## src/rtl/fu_sch.sv

```systemverilog
// Age-ordered issue scheduler: picks the oldest ready entries for the mult, two ALU and
// address units each cycle, tracks multiplier occupancy and returns wait-clear bits.
module fu_sch #(
  parameter int unsigned ISQ_DEPTH        = 64,
  parameter int unsigned ISQ_IDX_BITS_NUM = 6,
  parameter int unsigned MUL_LAT          = 3
) (
  input  logic                        clk,
  input  logic                        rst_n,
  input  logic [ISQ_DEPTH-1:0]        req_mul,
  input  logic [ISQ_DEPTH-1:0]        req_alu,
  input  logic [ISQ_DEPTH-1:0]        req_adr,
  input  logic [ISQ_IDX_BITS_NUM-1:0] head_idx,
  input  logic                        fls,
  input  logic [3:0]                  fun_rdy_frm_exe,
  output logic                        gnt_mul_vld,
  output logic [ISQ_IDX_BITS_NUM-1:0] gnt_mul_idx,
  output logic                        gnt_alu1_vld,
  output logic [ISQ_IDX_BITS_NUM-1:0] gnt_alu1_idx,
  output logic                        gnt_alu2_vld,
  output logic [ISQ_IDX_BITS_NUM-1:0] gnt_alu2_idx,
  output logic                        gnt_adr_vld,
  output logic [ISQ_IDX_BITS_NUM-1:0] gnt_adr_idx,
  output logic [ISQ_DEPTH-1:0]        clr_inst_wat,
  output logic                        mul_bsy
);

  localparam int unsigned IW    = ISQ_IDX_BITS_NUM;
  localparam int unsigned CNT_W = (MUL_LAT > 1) ? $clog2(MUL_LAT) : 1;

  // Lowest set bit of v; MSB of the result flags a hit.
  function automatic logic [IW:0] find_first(input logic [ISQ_DEPTH-1:0] v);
    find_first = '0;
    for (int i = ISQ_DEPTH - 1; i >= 0; i--) begin
      if (v[i]) find_first = {1'b1, IW'(i)};
    end
  endfunction

  // Rotate so that bit 0 is the head entry; lowest set bit is then the oldest.
  function automatic logic [ISQ_DEPTH-1:0] age_rot(input logic [ISQ_DEPTH-1:0] v,
                                                   input logic [IW-1:0] head);
    logic [2*ISQ_DEPTH-1:0] dbl;
    dbl = {v, v} >> head;
    age_rot = dbl[ISQ_DEPTH-1:0];
  endfunction

  logic                 mul_vld_q, alu1_vld_q, alu2_vld_q, adr_vld_q, bsy_q;
  logic                 mul_vld_d, alu1_vld_d, alu2_vld_d, adr_vld_d, bsy_d;
  logic [IW-1:0]        mul_idx_q, alu1_idx_q, alu2_idx_q, adr_idx_q;
  logic [IW-1:0]        mul_idx_d, alu1_idx_d, alu2_idx_d, adr_idx_d;
  logic [ISQ_DEPTH-1:0] clr_q, clr_d;
  logic [CNT_W-1:0]     cnt_q, cnt_d;

  logic [ISQ_DEPTH-1:0] m_mul, m_adr, m_alu, rot_alu;
  logic [IW:0]          ff_mul, ff_adr, ff_alu_a, ff_alu_b;

  // Mask last cycle's grants, then apply per-entry type priority mul > adr > alu.
  always_comb begin
    m_mul    = req_mul & ~clr_q;
    m_adr    = req_adr & ~clr_q & ~req_mul;
    m_alu    = req_alu & ~clr_q & ~req_mul & ~req_adr;
    rot_alu  = age_rot(m_alu, head_idx);
    ff_mul   = find_first(age_rot(m_mul, head_idx));
    ff_adr   = find_first(age_rot(m_adr, head_idx));
    ff_alu_a = find_first(rot_alu);
    ff_alu_b = find_first(rot_alu & (rot_alu - ISQ_DEPTH'(1)));
  end

  always_comb begin
    mul_vld_d  = 1'b0;
    alu1_vld_d = 1'b0;
    alu2_vld_d = 1'b0;
    adr_vld_d  = 1'b0;
    mul_idx_d  = '0;
    alu1_idx_d = '0;
    alu2_idx_d = '0;
    adr_idx_d  = '0;
    clr_d      = '0;
    cnt_d      = (cnt_q != '0) ? cnt_q - CNT_W'(1) : '0;
    bsy_d      = (cnt_q != '0);
    if (fls) begin
      cnt_d = '0;
      bsy_d = 1'b0;
    end else begin
      if (ff_mul[IW] && (cnt_q == '0) && fun_rdy_frm_exe[0]) begin
        mul_vld_d = 1'b1;
        mul_idx_d = IW'(head_idx + ff_mul[IW-1:0]);
        cnt_d     = CNT_W'(MUL_LAT - 1);
      end
      if (ff_adr[IW] && fun_rdy_frm_exe[3]) begin
        adr_vld_d = 1'b1;
        adr_idx_d = IW'(head_idx + ff_adr[IW-1:0]);
      end
      // Oldest ALU op goes to alu1 when it is ready, otherwise to alu2.
      if (ff_alu_a[IW]) begin
        if (fun_rdy_frm_exe[1]) begin
          alu1_vld_d = 1'b1;
          alu1_idx_d = IW'(head_idx + ff_alu_a[IW-1:0]);
          if (fun_rdy_frm_exe[2] && ff_alu_b[IW]) begin
            alu2_vld_d = 1'b1;
            alu2_idx_d = IW'(head_idx + ff_alu_b[IW-1:0]);
          end
        end else if (fun_rdy_frm_exe[2]) begin
          alu2_vld_d = 1'b1;
          alu2_idx_d = IW'(head_idx + ff_alu_a[IW-1:0]);
        end
      end
      if (mul_vld_d)  clr_d = clr_d | (ISQ_DEPTH'(1) << mul_idx_d);
      if (adr_vld_d)  clr_d = clr_d | (ISQ_DEPTH'(1) << adr_idx_d);
      if (alu1_vld_d) clr_d = clr_d | (ISQ_DEPTH'(1) << alu1_idx_d);
      if (alu2_vld_d) clr_d = clr_d | (ISQ_DEPTH'(1) << alu2_idx_d);
    end
  end

  always_ff @(posedge clk) begin
    if (!rst_n) begin
      mul_vld_q  <= 1'b0;
      alu1_vld_q <= 1'b0;
      alu2_vld_q <= 1'b0;
      adr_vld_q  <= 1'b0;
      mul_idx_q  <= '0;
      alu1_idx_q <= '0;
      alu2_idx_q <= '0;
      adr_idx_q  <= '0;
      clr_q      <= '0;
      cnt_q      <= '0;
      bsy_q      <= 1'b0;
    end else begin
      mul_vld_q  <= mul_vld_d;
      alu1_vld_q <= alu1_vld_d;
      alu2_vld_q <= alu2_vld_d;
      adr_vld_q  <= adr_vld_d;
      mul_idx_q  <= mul_idx_d;
      alu1_idx_q <= alu1_idx_d;
      alu2_idx_q <= alu2_idx_d;
      adr_idx_q  <= adr_idx_d;
      clr_q      <= clr_d;
      cnt_q      <= cnt_d;
      bsy_q      <= bsy_d;
    end
  end

  assign gnt_mul_vld  = mul_vld_q;
  assign gnt_mul_idx  = mul_idx_q;
  assign gnt_alu1_vld = alu1_vld_q;
  assign gnt_alu1_idx = alu1_idx_q;
  assign gnt_alu2_vld = alu2_vld_q;
  assign gnt_alu2_idx = alu2_idx_q;
  assign gnt_adr_vld  = adr_vld_q;
  assign gnt_adr_idx  = adr_idx_q;
  assign clr_inst_wat = clr_q;
  assign mul_bsy      = bsy_q;

endmodule

```

## config.mk

```make
export PLATFORM = sky130hd
export DESIGN_NAME = fu_sch
export DESIGN_NICKNAME = d
export VERILOG_FILES = /design/src/rtl/fu_sch.sv
export SDC_FILE = /design/constraint.sdc
export NUM_CORES = 2
export LEC_CHECK = 0
export BUFFER_PORTS_ARGS = -buffer_cell sky130_fd_sc_hd__buf_4
export CAP_MARGIN = 0
export CORE_MARGIN = 8
export CORE_UTILIZATION = 25
export CTS_BUF_LIST = sky130_fd_sc_hd__clkbuf_16
export DETAILED_ROUTE_END_ITERATION = 10
export GPL_ROUTABILITY_DRIVEN = 0
export HOLD_SLACK_MARGIN = 0.03
export PLACE_DENSITY_LB_ADDON = 0.3
export RECOVER_POWER = 100
export SYNTH_ARGS = -nofsm -noshare
export SYNTH_HDL_FRONTEND = slang
export SYNTH_SLANG_ARGS = --single-unit
export TNS_END_PERCENT = 5
```

## constraint.sdc

```tcl
create_clock -name clk -period 8.8 [get_ports clk]
set_clock_uncertainty 0.05 [all_clocks]
set_input_delay 0.88 -clock clk [delete_from_list [all_inputs] [get_ports clk]]
set_output_delay 0.88 -clock clk [all_outputs]
set_load 0.01 [all_outputs]
```

Word-level counts from Yosys, hierarchy flattened
Index checks and enable logic that the tools add are counted.
{"block": "totals", "reg_bits": 95, "in_bits": 205, "out_inout_bits": 93, "elab_cells": 337}
{"block": "classes", "n_addsub": 6, "n_shift": 7, "muxes": 289, "bitwise_logic": 15, "reduce_logical": 8}
{"op": "two-way mux 7 bit", "n": 256}
{"op": "AND 64 bit", "n": 7}
{"op": "two-way mux 64 bit", "n": 7}
{"op": ">> shifter 128 x 6 -> 64 bit", "n": 3}
{"op": "left shift 1 x 6 -> 64 bit (first input constant)", "n": 4}
{"op": "NOT 64 bit", "n": 3}
{"op": "OR 64 bit", "n": 3}
{"op": "two-way mux 6 bit", "n": 12}
{"op": "subtractor 64 x 1 -> 64 bit (second input constant)", "n": 1}
{"op": "adder 6 bit", "n": 4}
{"op": "two-way mux 1 bit", "n": 12}
{"op": "logical AND 1 bit", "n": 4}
{"op": "two-way mux 2 bit", "n": 2}
{"op": "OR reduction 4 bit", "n": 1}
{"op": "logical NOT 2 bit", "n": 1}
{"op": "NOT 1 bit", "n": 2}
{"op": "nonzero test 2 bit", "n": 1}
{"op": "OR reduction 2 bit", "n": 1}
{"op": "subtractor 2 x 1 -> 2 bit (second input constant)", "n": 1}

Longest topological paths before layout
{"block": "depth", "word_depth": 82, "ltp_mapped": 37, "mapped_depth_nobuf": 29}

Worst setup path after synthesis
No wires, ideal clock.
{"block": "synth_path", "path_type": "input to register", "startpoint": "in head_idx[4]", "endpoint": "reg clr_q[44], in the netlist clr_inst_wat[44]", "setup_time_ns": 0.075, "arrival_ns": 8.240, "setup_slack_ns": 0.435, "path_stages": 34, "n_path_buf": 11, "cell_sequence": "buf_2 -> clkinv_1 -> buf_2 -> buf_2 -> buf_2 -> buf_1 -> buf_2 -> buf_2 -> clkbuf_1 -> buf_2 -> buf_1 -> mux2i_1 -> nor2_1 -> o31ai_1 -> o21ai_0 -> a211oi_1 -> o31ai_1 -> nand2_1 -> a21boi_0 -> o21ai_0 -> a41o_1 -> nand2_1 -> a2111oi_0 -> ha_1 -> a21o_1 -> a21oi_1 -> o21bai_1 -> a21oi_1 -> xnor2_1 -> xnor2_1 -> nor3b_1 -> clkbuf_1 -> a221oi_1 -> o22ai_1"}
{"block": "synth_between", "elab_chain_len": 80}
{"element": "from (decl)", "line": "13", "text": "input logic [ISQ_IDX_BITS_NUM-1:0] head_idx,"}
{"element": "parallel branches: the longest is 79 deep, another holds subtractor 64 x 1 -> 64 bit"}
{"element": "two-way mux 64 bit *", "line": "111", "text": "if (alu2_vld_d) clr_d = clr_d | (ISQ_DEPTH'(1) << alu2_idx_d);"}
{"element": "to (signal assigned)", "line": "137", "text": "clr_q <= clr_d;"}
{"element": "to (decl)", "line": "51", "text": "logic [ISQ_DEPTH-1:0] clr_q, clr_d;"}
Every way passes the cells marked *. The select of a mux whose other input is x is not followed.
A chain may end at the register's enable or synchronous reset.

Worst setup path after layout
{"block": "layout_path", "startpoint": "in req_mul[45]", "endpoint": "reg clr_q[9], in the netlist clr_inst_wat[9]"}
{"block": "layout_between", "elab_chain_len": 81}
{"element": "from (decl)", "line": "10", "text": "input logic [ISQ_DEPTH-1:0] req_mul,"}
{"element": "parallel branches: the longest is 80 deep, another holds subtractor 64 x 1 -> 64 bit"}
{"element": "two-way mux 64 bit *", "line": "111"}
Marked as above.

==> results.sh <==
export IMPL_busiest_layer="met2"
export IMPL_place_detailed_hpwl_um=131000
export IMPL_wirelength_um=157000
export IMPL_placed_area_um2=35200
export IMPL_place_port_buffers=297
export IMPL_ys_ff_latch=95
export IMPL_core_area_um2=112000
export IMPL_clockBufferDepth=2
export IMPL_fin_ws_ns=0.199
export IMPL_worst_slew_pin_slew_ns=1.50
export IMPL_grt_util_met2=0.369
export IMPL_setup_viol=0
export IMPL_drc=0
export IMPL_synth_cells=2830
export IMPL_critPathRequiredTime_ns=8.97
export IMPL_seq_area_frac_synth=0.0676
export IMPL_hp_class="flop to flop"
export IMPL_cp_max_fo=5
export IMPL_hold_violations=0
export IMPL_timing_slew_headroom=-0.00238
export IMPL_start_kind="input port"
export IMPL_use_met1=0.301
export IMPL_pwr_density_cell_nw_per_um2=144
export IMPL_synth_edf_count=0
export IMPL_design_area_um2=35200
export IMPL_clock_latency_ns=0.38
export IMPL_grt_pass1_wl_um=223000
export IMPL_p_sw_mw=2.65
export IMPL_peakVddDrop_mv=0.110
export IMPL_slowest_stage="nor4b_1"
export IMPL_start_util=0.251
export IMPL_hold_slack_ns=0.405
export IMPL_tritoncts="yes"
export IMPL_critical_path_arrival_ns=8.77
export IMPL_syn_area_per_cell_um2=9.95
export IMPL_r2r_setup_slack_ns=0.30
export IMPL_pwr_share_comb=0.819
export IMPL_final_setup_tns_ns=0
export IMPL_holdPathStages=1
export IMPL_yosys_warnings=0
export IMPL_final_core_util=0.314
export IMPL_netlist_area_um2=28100
export IMPL_grtUsageTotal=0.244
export IMPL_r2r_start="clr_inst_wat[17]$_SDFF_PP0_"
export IMPL_worstSetupPathType="input port to flop"
export IMPL_layout_nets=3600
export IMPL_layout_commonest_cell="buf_4"
export IMPL_ios=298
export IMPL_place_ws_ns=-0.270
export IMPL_min_from="cnt_q[0]$_SDFF_PP0_"
export IMPL_drive_above_1_share=0.389
export IMPL_via_per_inst=6.39
export IMPL_layout_common_cells="buf_4, mux4_2, mux2i_1"
export IMPL_period_minus_slack_ns=8.60
export IMPL_share_clk_of_total_power=0.085
export IMPL_antenna_left=0
export IMPL_grt_max_degree=100
export IMPL_grt_antenna_before_repair=12
export IMPL_cts_num_sinks=95
export IMPL_use_met3=0.0833
export IMPL_fin_crit_sh=0.977
export IMPL_cts_root_buf="clkbuf_16"
export IMPL_path_common_cell="buf_4"
export IMPL_area_delta_synth_final_pct=25.0
export IMPL_endpoint_kind="flop"
export IMPL_async_flop_share=0
export IMPL_p_leak_nw=13.4
export IMPL_dieHeight_um=352
export IMPL_routed_via_count=31200
export IMPL_grt_overflow=0
export IMPL_failed_checks="max-capacitance violations, max-slew violations"
export IMPL_intPower_mw=2.41
export IMPL_grt_pass1_vias=30000
export IMPL_seq_power_share=0.096
export IMPL_critPathLaunch="req_mul[45]"
export IMPL_ys_types=91
export IMPL_dominantRegCellSynth="dfxtp_1"
export IMPL_die_x_um=352
export IMPL_max_freq_mhz=116
export IMPL_wl_per_cell_um=32.1
export IMPL_maxCapViolations=1
export IMPL_path_clk_slew_ns=0.07
export IMPL_rsz0062_at_grt="false"
export IMPL_slew_violations=5
export IMPL_dieArea_um2=124000
export IMPL_cts_max_level=3
export IMPL_synth_nets=3059
export IMPL_p_sw_frac=0.524
export IMPL_cts_buffers=9
export IMPL_reg2reg_depth=30
export IMPL_status="complete, but fails checks"
export IMPL_drtIter0Drc=4811
export IMPL_cp_slowest_stage_delay_ns=1.04
export IMPL_firstDrtPassIters=7
export IMPL_core_rowCount=123
repair_timing:
item / CTS / global route
setup endpoints to repair: 0 / 47
setup buffers: 0 / 2
hold buffers: 0 / 0
resized for setup: 0 / 25
registers in the layout, indices dropped and copies added, names as in the netlist:
signal	cells
gnt_alu1_idx	6
gnt_alu2_vld	1
gnt_alu1_vld	1
cnt_q	2
clr_inst_wat	64
mul_bsy	1
gnt_alu2_idx	6
gnt_adr_vld	1
gnt_mul_vld	1
gnt_mul_idx	6
gnt_adr_idx	6
kinds of logic (layout without fill, tap and decap cells):
family	Yosys count	in the layout	share of synthesized area
mux	979	979	0.562
other cells	0	7	0
simple gates	949	949	0.188
xor+xnor	28	28	0.00871
compound gates	504	504	0.124
buf+inv	245	791	0.0366
fa+ha+maj	30	30	0.0139
flops	95	95	0.0676
critical path, delay by kind of cell:
kind	cells	cell delay, ns
and+or+nand+nor	9	2.38
xor gates and xnor gates	1	0.13
adders and majority gates	1	0.23
buffers and inverters	6	1.14
muxes	4	1.72
AOI/OAI and AO/OA	10	2.27
stage by stage:
step	power, mW	instances
after floorplan	2.72	2830
after global placement	4.51	4857
after detailed placement	4.50	4857
after CTS	4.94	4873
after global routing	5.25	4877
final	5.05	4883
Yosys cell counts, drive strengths merged, types with 9 or more instances:
master,instances,area share
inv,35,0.0047
clkbuf,70,0.0093
a22o,25,0.0078
nand2,186,0.025
nor4b,69,0.022
o21a,9,0.0024
nand4,22,0.0049
or2,25,0.0056
and3,20,0.0044
a21o,14,0.0037
or4,19,0.0051
ha,20,0.0089
o32ai,16,0.0050
mux2i,362,0.13
and2,23,0.0051
xnor2,20,0.0062
a22oi,18,0.0048
nand2b,68,0.015
o21bai,14,0.0037
a221oi,28,0.0087
mux2,152,0.061
dfxtp,95,0.068
nor2,191,0.025
buf,139,0.022
o211ai,10,0.0027
nor3b,68,0.018
nor3,61,0.011
o22ai,54,0.012
mux4,465,0.37
o21ai,65,0.012
nand3b,9,0.0024
a31o,12,0.0037
nand3,39,0.0069
or3,9,0.0020
nor4,32,0.0089
a21boi,12,0.0032
o31ai,14,0.0037
a21oi,113,0.020
nor2b,91,0.020
a211oi,16,0.0043
a31oi,16,0.0036
power groups by stage:
stage               registers [mW]  clock network, mW  logic [mW]
finish                       0.485              0.431        4.14
global route                 0.486              0.450        4.31
CTS                          0.483              0.436        4.02
detailed placement           0.492                  0        4.00
global placement             0.493                  0        4.01
floorplan                    0.495                  0        2.23
layout make-up:
class	count	area, µm²
Fill cell	11800	76800
Multi-Input combinational cell	2490	25500
Timing Repair Buffer	739	5460
Sequential cell	95	1900
Tap cell	1500	1880
Clock buffer	9	225
Inverter	36	170
Clock inverter	7	87.6
Antenna cell	7	17.5
path summary, 6_finish.rpt:
path                                              endpoint
worst max-delay path            clr_inst_wat[9]$_SDFF_PP0_
worst min-delay path                   cnt_q[0]$_SDFF_PP0_
worst max register to register  clr_inst_wat[9]$_SDFF_PP0_
worst min register to register         cnt_q[0]$_SDFF_PP0_
per-layer routing:
layer	vias up	wire length, µm	share of wire
li1	12800	-	-
met1	15400	57600	0.37
met2	2475	67100	0.43
met3	461	20400	0.13
met4	4	11400	0.073
met5	-	25	0.00016
Power figures use the tool's default switching activity.
